**config.mk**
```make
export PLATFORM = sky130hd
export DESIGN_NAME = famiclone_probe
export DESIGN_NICKNAME = d
export VERILOG_FILES = /design/src/rtl/coolgirl_pkg.sv /design/src/rtl/ppu_sync_bus.sv /design/src/rtl/famiclone_probe.sv
export SDC_FILE = /design/constraint.sdc
export NUM_CORES = 1
export LEC_CHECK = 0
export ABC_AREA = 0
export BUFFER_PORTS_ARGS = -buffer_cell sky130_fd_sc_hd__buf_2
export CORE_ASPECT_RATIO = 1.5
export CORE_UTILIZATION = 51
export CTS_BUF_LIST = sky130_fd_sc_hd__clkbuf_4
export DETAILED_ROUTE_END_ITERATION = 8
export GPL_ROUTABILITY_DRIVEN = 0
export PLACE_DENSITY = 0.76
export SYNTH_ARGS = -nofsm -noshare
export SYNTH_HDL_FRONTEND = slang
export SYNTH_SLANG_ARGS = --single-unit
export TNS_END_PERCENT = 20
```
**constraint.sdc**
```tcl
create_clock -name m2 -period 2.92 [get_ports m2]
set_input_delay 0.146 -clock m2 [delete_from_list [all_inputs] [get_ports m2]]
set_output_delay 0.146 -clock m2 [all_outputs]
set_load 0.005 [all_outputs]
```
**src/rtl/coolgirl_pkg.sv**
```systemverilog
// Shared definitions for the famiclone power-on probe: FSM codes,
// force-mode codes and the layout of the synchronised PPU word.
package coolgirl_pkg;

   localparam logic [1:0] PROBE_INIT = 2'd0;
   localparam logic [1:0] PROBE_RUN  = 2'd1;
   localparam logic [1:0] PROBE_DONE = 2'd2;

   localparam logic [1:0] FORCE_AUTO     = 2'b00;
   localparam logic [1:0] FORCE_ORIG     = 2'b01;
   localparam logic [1:0] FORCE_NEW      = 2'b10;
   localparam logic [1:0] FORCE_AUTO_ALT = 2'b11;

   typedef enum logic [1:0] {
      ST_INIT  = PROBE_INIT,
      ST_PROBE = PROBE_RUN,
      ST_DONE  = PROBE_DONE
   } probe_state_t;

   // PPU pins captured together so the stability check sees one coherent word
   typedef struct packed {
      logic rd;
      logic a13;
      logic not_a13;
   } ppu_word_t;

   // Idle bus: /RD high, /A13 the proper inverse of A13
   localparam ppu_word_t PPU_IDLE = '{rd: 1'b1, a13: 1'b0, not_a13: 1'b1};

   // Only the two explicit codes override the classifier; 00 and 11 both mean auto
   function automatic logic is_forced(input logic [1:0] mode);
      return (mode == FORCE_ORIG) || (mode == FORCE_NEW);
   endfunction

endpackage

```
**src/rtl/ppu_sync_bus.sv**
```systemverilog
// Multi-flop synchroniser for a small bus plus a "stable" flag that is
// high when the synchronised word equals the one seen the cycle before.
module ppu_sync_bus #(
   parameter int               WIDTH   = 3,
   parameter int               STAGES  = 2,
   parameter logic [WIDTH-1:0] RST_VAL = '0
) (
   input  logic             m2,
   input  logic             rst_n,
   input  logic [WIDTH-1:0] d,
   output logic [WIDTH-1:0] q,
   output logic             stable
);

   logic [STAGES-1:0][WIDTH-1:0] chain;
   logic [WIDTH-1:0]             prev;

   // Shift the raw bus through the chain; prev keeps the last synced word
   always_ff @(posedge m2 or negedge rst_n) begin
      if (!rst_n) begin
         chain <= {STAGES{RST_VAL}};
         prev  <= RST_VAL;
      end else begin
         chain <= {chain[STAGES-2:0], d};
         prev  <= chain[STAGES-1];
      end
   end

   assign q      = chain[STAGES-1];
   assign stable = (chain[STAGES-1] == prev);

endmodule

```
**src/rtl/famiclone_probe.sv**
```systemverilog
// Power-on console probe: grounds CIRAM /CE and /A13 for a fixed window,
// then watches qualified PPU reads to decide whether /A13 tracks ~A13
// (original) or not (new Dendy famiclone).
module famiclone_probe
   import coolgirl_pkg::*;
#(
   parameter int INIT_CYCLES  = 15,
   parameter int WINDOW       = 16,
   parameter int MISMATCH_MIN = 3,
   parameter int LO_MIN       = 1,
   parameter int HI_MIN       = 1,
   parameter int SYNC_STAGES  = 2
) (
   input  logic                         m2,
   input  logic                         rst_n,
   input  logic                         ppu_rd_in,
   input  logic                         ppu_a13,
   input  logic                         ppu_not_a13,
   input  logic                         restart,
   input  logic [1:0]                   force_mode,
   output logic                         ground_req,
   output logic                         done,
   output logic                         new_dendy,
   output logic [$clog2(WINDOW+1)-1:0]  mismatch_cnt
);

   localparam int CW = $clog2(WINDOW + 1);
   localparam int IW = (INIT_CYCLES > 1) ? $clog2(INIT_CYCLES) : 1;

   localparam logic [IW-1:0] INIT_LOAD   = IW'(INIT_CYCLES - 1);
   localparam logic [CW-1:0] LAST_SAMPLE = CW'(WINDOW - 1);
   localparam logic [CW-1:0] CNT_MAX     = '1;
   localparam logic [CW-1:0] MIS_MIN_C   = CW'(MISMATCH_MIN);
   localparam logic [CW-1:0] LO_MIN_C    = CW'(LO_MIN);
   localparam logic [CW-1:0] HI_MIN_C    = CW'(HI_MIN);

   probe_state_t   state, state_nxt;
   logic [IW-1:0]  init_cnt;
   logic [CW-1:0]  sample_cnt, lo_cnt, hi_cnt, mis_cnt;

   ppu_word_t      word_in, word;
   logic           stable, qualified, mismatch, verdict;

   function automatic logic [CW-1:0] sat_inc(input logic [CW-1:0] v);
      return (v == CNT_MAX) ? v : v + CW'(1);
   endfunction

   assign word_in = '{rd: ppu_rd_in, a13: ppu_a13, not_a13: ppu_not_a13};

   ppu_sync_bus #(
      .WIDTH   ($bits(ppu_word_t)),
      .STAGES  (SYNC_STAGES),
      .RST_VAL (PPU_IDLE)
   ) u_sync (
      .m2     (m2),
      .rst_n  (rst_n),
      .d      (word_in),
      .q      (word),
      .stable (stable)
   );

   // A read only counts once the bus has held still for two synced words
   assign qualified = stable && !word.rd;
   assign mismatch  = qualified && (word.a13 == word.not_a13);

   assign verdict = (mis_cnt >= MIS_MIN_C) && (lo_cnt >= LO_MIN_C) && (hi_cnt >= HI_MIN_C);

   // State register
   always_ff @(posedge m2 or negedge rst_n) begin
      if (!rst_n) state <= ST_INIT;
      else        state <= state_nxt;
   end

   // Init countdown and window counters; cleared while grounding so each probe starts fresh
   always_ff @(posedge m2 or negedge rst_n) begin
      if (!rst_n) begin
         init_cnt   <= INIT_LOAD;
         sample_cnt <= '0;
         lo_cnt     <= '0;
         hi_cnt     <= '0;
         mis_cnt    <= '0;
      end else if (restart || state == ST_INIT) begin
         if (restart)               init_cnt <= INIT_LOAD;
         else if (init_cnt != '0)   init_cnt <= init_cnt - IW'(1);
         sample_cnt <= '0;
         lo_cnt     <= '0;
         hi_cnt     <= '0;
         mis_cnt    <= '0;
      end else if (state == ST_PROBE && qualified) begin
         sample_cnt <= sat_inc(sample_cnt);
         if (word.a13) hi_cnt <= sat_inc(hi_cnt);
         else          lo_cnt <= sat_inc(lo_cnt);
         if (mismatch) mis_cnt <= sat_inc(mis_cnt);
      end
   end

   // Next state and outputs; restart wins over any transition, force overrides the result
   always_comb begin
      state_nxt  = state;
      ground_req = 1'b0;
      done       = 1'b0;
      new_dendy  = 1'b0;
      case (state)
         ST_INIT: begin
            ground_req = 1'b1;
            if (init_cnt == '0) state_nxt = ST_PROBE;
         end
         ST_PROBE: begin
            if (qualified && sample_cnt == LAST_SAMPLE) state_nxt = ST_DONE;
         end
         ST_DONE: begin
            done      = 1'b1;
            new_dendy = verdict;
         end
         default: state_nxt = ST_INIT;
      endcase
      if (restart) state_nxt = ST_INIT;
      if (is_forced(force_mode)) begin
         done      = 1'b1;
         new_dendy = force_mode[1];
      end
   end

   assign mismatch_cnt = mis_cnt;

endmodule

```
Yosys cells after proc, flatten, opt, wreduce, memory -nomap -nowiden
Cells that the tools add are included. W data, S select, Z words.

Output and inout bits: 8. Register bits: 35. Input port bits: 8. Word-level logic and storage cells: 84.

Mux-type cells: 26. Magnitude comparators: 3. Equality and inequality tests: 19. Add/sub/neg operators: 5. Reductions and logical operators: 22.

Operators by type and width (count): $mux W5 (15); $add A5 B1 Y5 const B (4); $eq A5 B5 Y1 const B (4); $ne A2 B2 Y1 const B (6); $reduce_and A3 Y1 (4); $ge A5 B1 Y1 const B (2); $mux W4 (2); $reduce_bool A2 Y1 (4); $logic_and A1 B1 Y1 (6); $mux W2 (3); $ne A3 B2 Y1 const B (2); $pmux W2 S3 (1); $eq A5 B4 Y1 const B (1); $ge A5 B2 Y1 const B (1); $mux W1 (5); $eq A2 B1 Y1 const B (2); $eq A2 B2 Y1 const B (2); $logic_not A4 Y1 (1); $reduce_and A2 Y1 (2); $reduce_bool A4 Y1 (1); $sub A4 B1 Y4 const B (1); $eq A3 B3 Y1 (1); $logic_not A2 Y1 (1); $logic_or A1 B1 Y1 (2); 2 further kinds (2).

Logic depth before layout (Yosys ltp)
Gate-level depths: netlist of the first run.

Depth in word-level cells: 6. Depth in mapped cells: 8. Depth with buffers taken out: 7.

Cells and area by module
A second synthesis of the first run with hierarchy kept.

Cells, all modules: 159. Area total of the unflattened synthesis: 1813.0 um2.

Modules (own cells, without submodules): famiclone_probe (instances 1, area an instance 1521.5 um2, cells an instance 143, sequential area each 654.4 um2); ppu_sync_bus (instances 1, area an instance 291.5 um2, cells an instance 16, sequential area each 232.7 um2).

Worst setup path after synthesis of the first run
Ideal clock, no wire load.

Kind: reg-to-reg. From: register state[1]. To: register sample_cnt[3]. Clock period less this slack: 2092 ps. Path buffers: 1. Required time: 2842 ps. Arrival: 2014 ps. Stages on the path, launching flop included: 6. Setup time: 78 ps. Path slack: 828 ps. Cell sequence: dfrtp_1 -> or4b_1 -> buf_2 -> or4_4 -> or3_1 -> a21oi_1.

Cells in the longest elaborated chain, start to end: 4. Elaborated cells between the ends (all ways): 8. Those cells by class: 2 x eq/ne; 1 x mux; 5 x reduce/logical.

Ends and longest elaborated chain: from (decl) (line famiclone_probe.sv:37) `probe_state_t state, state_nxt;`; from (signal assigned) (line famiclone_probe.sv:71) `else state <= state_nxt;`; $logic_not A2 Y1 / $eq A2 B1 Y1 (equally long branches) (line famiclone_probe.sv:82, famiclone_probe.sv:89); $logic_or A1 B1 Y1 / $logic_and A1 B1 Y1 (equally long branches) (line famiclone_probe.sv:82, famiclone_probe.sv:89); $ne A2 B2 Y1 (no source line) / $reduce_bool A2 Y1 (equally long branches); $reduce_and A2 Y1 (no source line); to (signal assigned) (line famiclone_probe.sv:90) `sample_cnt <= sat_inc(sample_cnt);`; to (decl) (line famiclone_probe.sv:39) `logic [CW-1:0] sample_cnt, lo_cnt, hi_cnt, mis_cnt;`.

Parallel ways exist; a longest one is shown, timed or not. A chain may end at the register's enable or synchronous reset.

Worst setup path after layout of the first run
From: register mis_cnt[0], in the netlist mismatch_cnt[0]. To: output new_dendy.

Cells in the longest elaborated chain, start to end: 5.

Ends and longest elaborated chain: from (decl) (line famiclone_probe.sv:39); from (signal assigned) (line famiclone_probe.sv:93) `if (mismatch) mis_cnt <= sat_inc(mis_cnt);`; $ge A5 B2 Y1 (line famiclone_probe.sv:66) `assign verdict = (mis_cnt >= MIS_MIN_C) && (lo_cnt >= LO_MIN_C) && (hi_cnt >= HI_MIN_C);`; $logic_and A1 B1 Y1 (2 in series) (line famiclone_probe.sv:66); $mux W1 (line famiclone_probe.sv:103) `case (state)`; $mux W1 (line famiclone_probe.sv:118) `if (is_forced(force_mode)) begin`; to (decl) (line famiclone_probe.sv:23) `output logic new_dendy,`.

Every way passes these cells.

==> flow_summary.ini, run 1 <==
[clocking]
cts_made_buffers = 5
cts_sinks = 35
cts_max_level = 2
clk_transition_reported_paths_ps = 110
postCtsSetupBuffers = 0
clockBufferDepth = 2
tritoncts = yes
worstSkewPairLatency_ps = 350
cts_root_buf = clkbuf_4

[route]
via_per_inst = 5.81
wl_per_cell_um = 14.4
top_layer = met4
vias = 1347
drt_iter0_drc = 24
ant_nets = 0
drc_errors = 0
wirelength_um = 3340
met2_length_um = 1760
dr_wl_met3_um = 136
wl_met1_um = 1380
dr.pass1.iters = 4

[pwr]
power_uw = 825
peakVddDrop_mv = 0.302
p_leak_uw = 0.000887
pwr_density_cell_nw_per_um2 = 418

[grt]
globalRoute.totalOverflow = 0
grt_util_all_layers_pct = 19.8
antenna_found_initial = 0
grt_pass1_vias = 1231
grt_max_degree = 36
grt_pass1_wl_um = 5430

[layout]
drive_gt1_share_pct = 17.2
final_cell_mix = dfrtp_1, nor2_1, buf_2, ha_1
multi_input_area_sq_um = 836
seq_area_sq_um = 887
final_util_pct = 61.3
area_growth_pct = 11.1
n_antenna_cell = 0
nFillCells = 286
final_common_cell = dfrtp_1
nets = 211

[synth]
synth_top_area_share_pct = 36.6
ys_types = 37
ys_seq_area_share_pct = 49.9
yosysTopAreaCell = dfrtp_1
yosysWarnings = 0
synth_fp_nets = 190
synth_flop_cell = dfrtp_1
synth_area_sq_um = 1780
ys_ff_latch = 35
ys_async_sr_fraction_pct = 100
ys_top_cells_by_area = dfrtp_1, dfstp_2, ha_1
syn_inst = 170
avgSynthCellArea_sq_um = 10.5
synth_edf_count = 0

[timing]
holdWs_ps = 34.9
setup_violations = 0
max_freq_mhz = 424
hold_viol = 0
min_period_ps = 2360
finClkSkew_ps = 22.0
tns_ps = 0
maxSlewHeadroom_pct = 50.0
slew_violations = 0
rsz0062_at_grt = false
final.period_utilization_pct = 80.7
tightest_slew_ps = 751

[critical_path]
crit_chain = ha_1 -> or4_1 -> a21oi_1 -> nor4_1 -> maj3_1 -> buf_2
path_class = reg2out
arrival_ps = 2210
endpoint = new_dendy
critPathMaxFanout = 6
cpMaxStageDelayCell = dfrtp_1
cp-start-kind = register
r2r_cells = 4
critPathRequiredTime_ps = 2770
endpoint_kind = primary output
startpoint = mismatch_cnt[0]
reg2reg_from = state[1]
timing.rr.end = sample_cnt[3]
r2r_slack_ps = 700
cp_slowest_stage_delay_ps = 460

[placement]
dpl.hpwl_um = 2360
port_buffers = 15

[hold_path]
hold_path_class = in2reg
min_from = restart

[die]
core_sq_um = 3220
rows = 25
start_util_pct = 55.1
fp.dieH_um = 74.3
die_area_sq_um = 3730
die_w_um = 50.2
ios = 16

[outcome]
status = finished clean

[run]
drv_cap = 0
-- area by class of cell --
type | instances | share of cell area (%)
clock buffer | 6 | 2.28
clock inverter | 2 | 0.380
inverter | 9 | 1.71
multi-input combinational | 121 | 42.3
sequential | 35 | 44.9
tap | 40 | 2.53
timing repair buffer | 19 | 5.83
-- logic make-up after synthesis --
kind of cell / share of synthesized area (%)
mux: 1.13
fa+ha+maj: 9.01
xor+xnor: 6.90
buf+inv: 3.03
flops: 49.9
compound gates: 8.80
simple gates: 21.2
-- where the power goes --
group	leakage (uW)	internal, uW	switching [uW]
sequential	0.000450	502	10.5
combinational	0.000407	23.7	32.8
clock	0.0000307	98.4	157
total	0.000887	624	200
-- flip-flops by register name (all words and copies together), names as in the netlist --
register,flops
sample_cnt,5
u_sync.chain,3
mismatch_cnt,5
lo_cnt,5
state,2
init_cnt,4
hi_cnt,5
u_sync.q,3
u_sync.prev,3
-- cell usage after synthesis (3+ instances only) --
| library cell | number |
|---|---|
| a21oi_1 | 10 |
| dfrtp_1 | 26 |
| xor2_1 | 4 |
| o21ai_0 | 5 |
| clkbuf_1 | 4 |
| dfstp_2 | 9 |
| xnor2_1 | 10 |
| inv_1 | 9 |
| nor4_1 | 4 |
| or4_1 | 5 |
| ha_1 | 12 |
| nor3_1 | 7 |
| or3_1 | 3 |
| and3_1 | 8 |
| nand3_1 | 6 |
| a211oi_1 | 4 |
| nor2_1 | 16 |
-- metal layers --
metal | GRT usage, % | vias to the layer above
met3 | 4.91 | 7
met4 | 10.2 | 0
met2 | 33.8 | 37
li1 | - | 649
met5 | 0 | -
met1 | 22.8 | 654
-- worst max-delay path, delay by kind of cell (launching register included) --
family | cells | cell delay, ps
AOI/OAI and AO/OA | 1 | 180
adders and majority gates | 2 | 610
and+or+nand+nor | 2 | 480
buffers and inverters | 1 | 130
DFF | 1 | 460
-- worst min path at each step --
stage | cells past startpoint | endpoint
6_report | 2 | init_cnt[0]
5_1_grt | 2 | init_cnt[0]
4_1_cts | 2 | init_cnt[0]
3_5_place_dp | 1 | u_sync.chain[0]
3_3_place_gp | 1 | init_cnt[0]
2_1_floorplan | 0 | hi_cnt[0]
-- repair_timing --
item	4_1_cts	5_1_grt
endpoints found under the hold margin	29	0
hold buffers	4	0
gates resized for setup	0	0
-- through the flow --
step,cells,setup WS (ps),cell area [sq um]
5_1_grt,232,533,1970
3_3_place_gp,220,791,1880
2_1_floorplan,170,828,1780
6_report,232,564,1970
4_1_cts,232,570,1970
3_5_place_dp,220,729,1880
Note: power is estimated with default switching activity, not from simulation.
==> run 2: changes to the inputs <==
ABC_AREA = 1   (was 0)
clock period = 2.25 ns   (was 2.92 ns; I/O delays follow)
==> flow_summary.ini, run 2 <==
[critical_path]
critPathMaxFanout = 6
endpoint_kind = register
critPathRequiredTime_ps = 2540
startpoint = hi_cnt[0]
path_class = reg2reg
cp-start-kind = register
reg2reg_from = hi_cnt[0]
arrival_ps = 2070

[synth]
synth_fp_nets = 259
ys_types = 28
avgSynthCellArea_sq_um = 8.21
ys_ff_latch = 35
synth_edf_count = 0
syn_inst = 239
synth_commonest_cells = nand3_1, nand2_1, nor2_1, dfrtp_1, inv_1
ys_async_sr_fraction_pct = 100
synth_flop_cell = dfrtp_1
yosysTopAreaCell = dfrtp_1
yosysWarnings = 0
synth_top_area_share_pct = 33.2
ys_seq_area_share_pct = 45.2
ys_top_cells_by_area = dfrtp_1, dfstp_2, nand3_1
synth_area_sq_um = 1960
yosysMostFrequentCell = nand3_1

[outcome]
status = finished clean

[pwr]
pwr_density_cell_nw_per_um2 = 816
p_leak_uw = 0.00119
power_uw = 1820
seqPwrFrac_pct = 42.9
pwr-share-comb_pct = 25.5
peakVddDrop_mv = 0.642
clock_power_share_pct = 31.6
p_int_uw = 1210
p_sw_share_pct = 33.4
power.net_switching_uw = 609

[grt]
grt_max_degree = 36
globalRoute.totalOverflow = 0
grt_util_all_layers_pct = 21.9
antenna_found_initial = 0
grt_pass1_wl_um = 6510
grt_pass1_vias = 1517

[die]
start_util_pct = 53.3
die_w_um = 52.6
fp.dieH_um = 78.0
die_area_sq_um = 4100
core_sq_um = 3680
ios = 16
rows = 27

[clocking]
cts_sinks = 35
worstSkewPairLatency_ps = 350
postCtsSetupBuffers = 0
cts_max_level = 2
tritoncts = yes
clk_transition_reported_paths_ps = 120
cts_made_buffers = 5
cts_root_buf = clkbuf_4
clockBufferDepth = 2

[layout]
seq_area_sq_um = 887
final_common_cell = nand3_1
final_cell_mix = nand3_1, nand2_1, nor2_1, dfrtp_1, inv_1
drive_gt1_share_pct = 17.0
n_antenna_cell = 0
final_cell_area_sq_um = 2230
area_growth_pct = 13.7
nFillCells = 350
multi_input_area_sq_um = 953
nets = 284

[hold_path]
hold_path_class = in2reg
min_from = restart

[timing]
hold_viol = 0
finClkSkew_ps = 10.3
tightest_slew_ps = 772
min_period_ps = 1780
setup_violations = 0
maxSlewHeadroom_pct = 48.5
rsz0062_at_grt = false
max_freq_mhz = 563
final.period_utilization_pct = 79.0
slew_violations = 0
setup_slack_ps = 473
tns_ps = 0

[run]
drv_cap = 0

[placement]
dpl.hpwl_um = 2690
pre_cts_slack_ps = 522
port_buffers = 15
post_dp_cell_area_sq_um = 2090

[route]
drt_iter0_drc = 32
wl_per_cell_um = 12.4
ant_nets = 0
via_per_inst = 5.31
dr.pass1.iters = 4
wirelength_um = 3810
vias = 1636
drc_errors = 0
run 2: metrics by stage:
stage | hold slack, ps | cells | util (%)
after floorplan | -183 | 239 | -
after global placement | 217 | 296 | 56.6
after detailed placement | 219 | 296 | 56.6
after CTS | 97.9 | 308 | 60.6
after global routing | 103 | 308 | 60.6
final | 114 | 308 | 60.6
run 2: final cells by class:
cell class	count	area share (%)
clock buffers	5	1.68
clock inverters	3	3.03
inverters	27	4.54
multi-input cells	174	42.7
flip-flops and latches	35	39.8
well taps	43	2.41
repair buffers	21	5.83
run 2: per-layer routing:
layer	global-route usage, %	up-vias	wire length [um]
li1	-	849	-
met1	25.4	750	1670
met2	35.4	29	1970
met3	5.29	8	93
met4	12.6	0	80
met5	0	-	0
run 2: kinds of logic after synthesis:
group / Yosys count / synth area share [%]
simple gates: 146 / 35.8
flops: 35 / 45.2
buf+inv: 30 / 6.19
compound gates: 12 / 3.32
fa+ha+maj: 12 / 7.65
xor+xnor: 4 / 1.79
run 2: power groups by stage:
stage	clock, uW	sequential (uW)	combinational [uW]
floorplan	0	781	353
global placement	0	790	453
detailed placement	0	794	458
CTS	595	782	468
global route	619	797	537
finish	575	782	465
run 2: worst max-delay path, stage by stage (launching register included):
cell	delay [ps]
dfrtp_1	460
ha_1	230
nand2_1	80
nor2_1	40
ha_1	180
o21ai_0	480
nand4_1	160
nand2_1	80
run 2: timing repair:
item | 4_1_cts | 5_1_grt
gates resized for setup | 0 | 0
hold buffers | 4 | 0
endpoints found under the hold margin | 29 | 0
run 2: final timing paths:
path,end,slack (ps),cells after the start
worst max-delay path,hi_cnt[4],470,7
worst min-delay path,init_cnt[3],110,3
worst max register to register,hi_cnt[4],470,7
worst min register to register,u_sync.q[2],360,0
max in group asynchronous,hi_cnt[2],1400,2
min in group asynchronous,mismatch_cnt[1],360,2
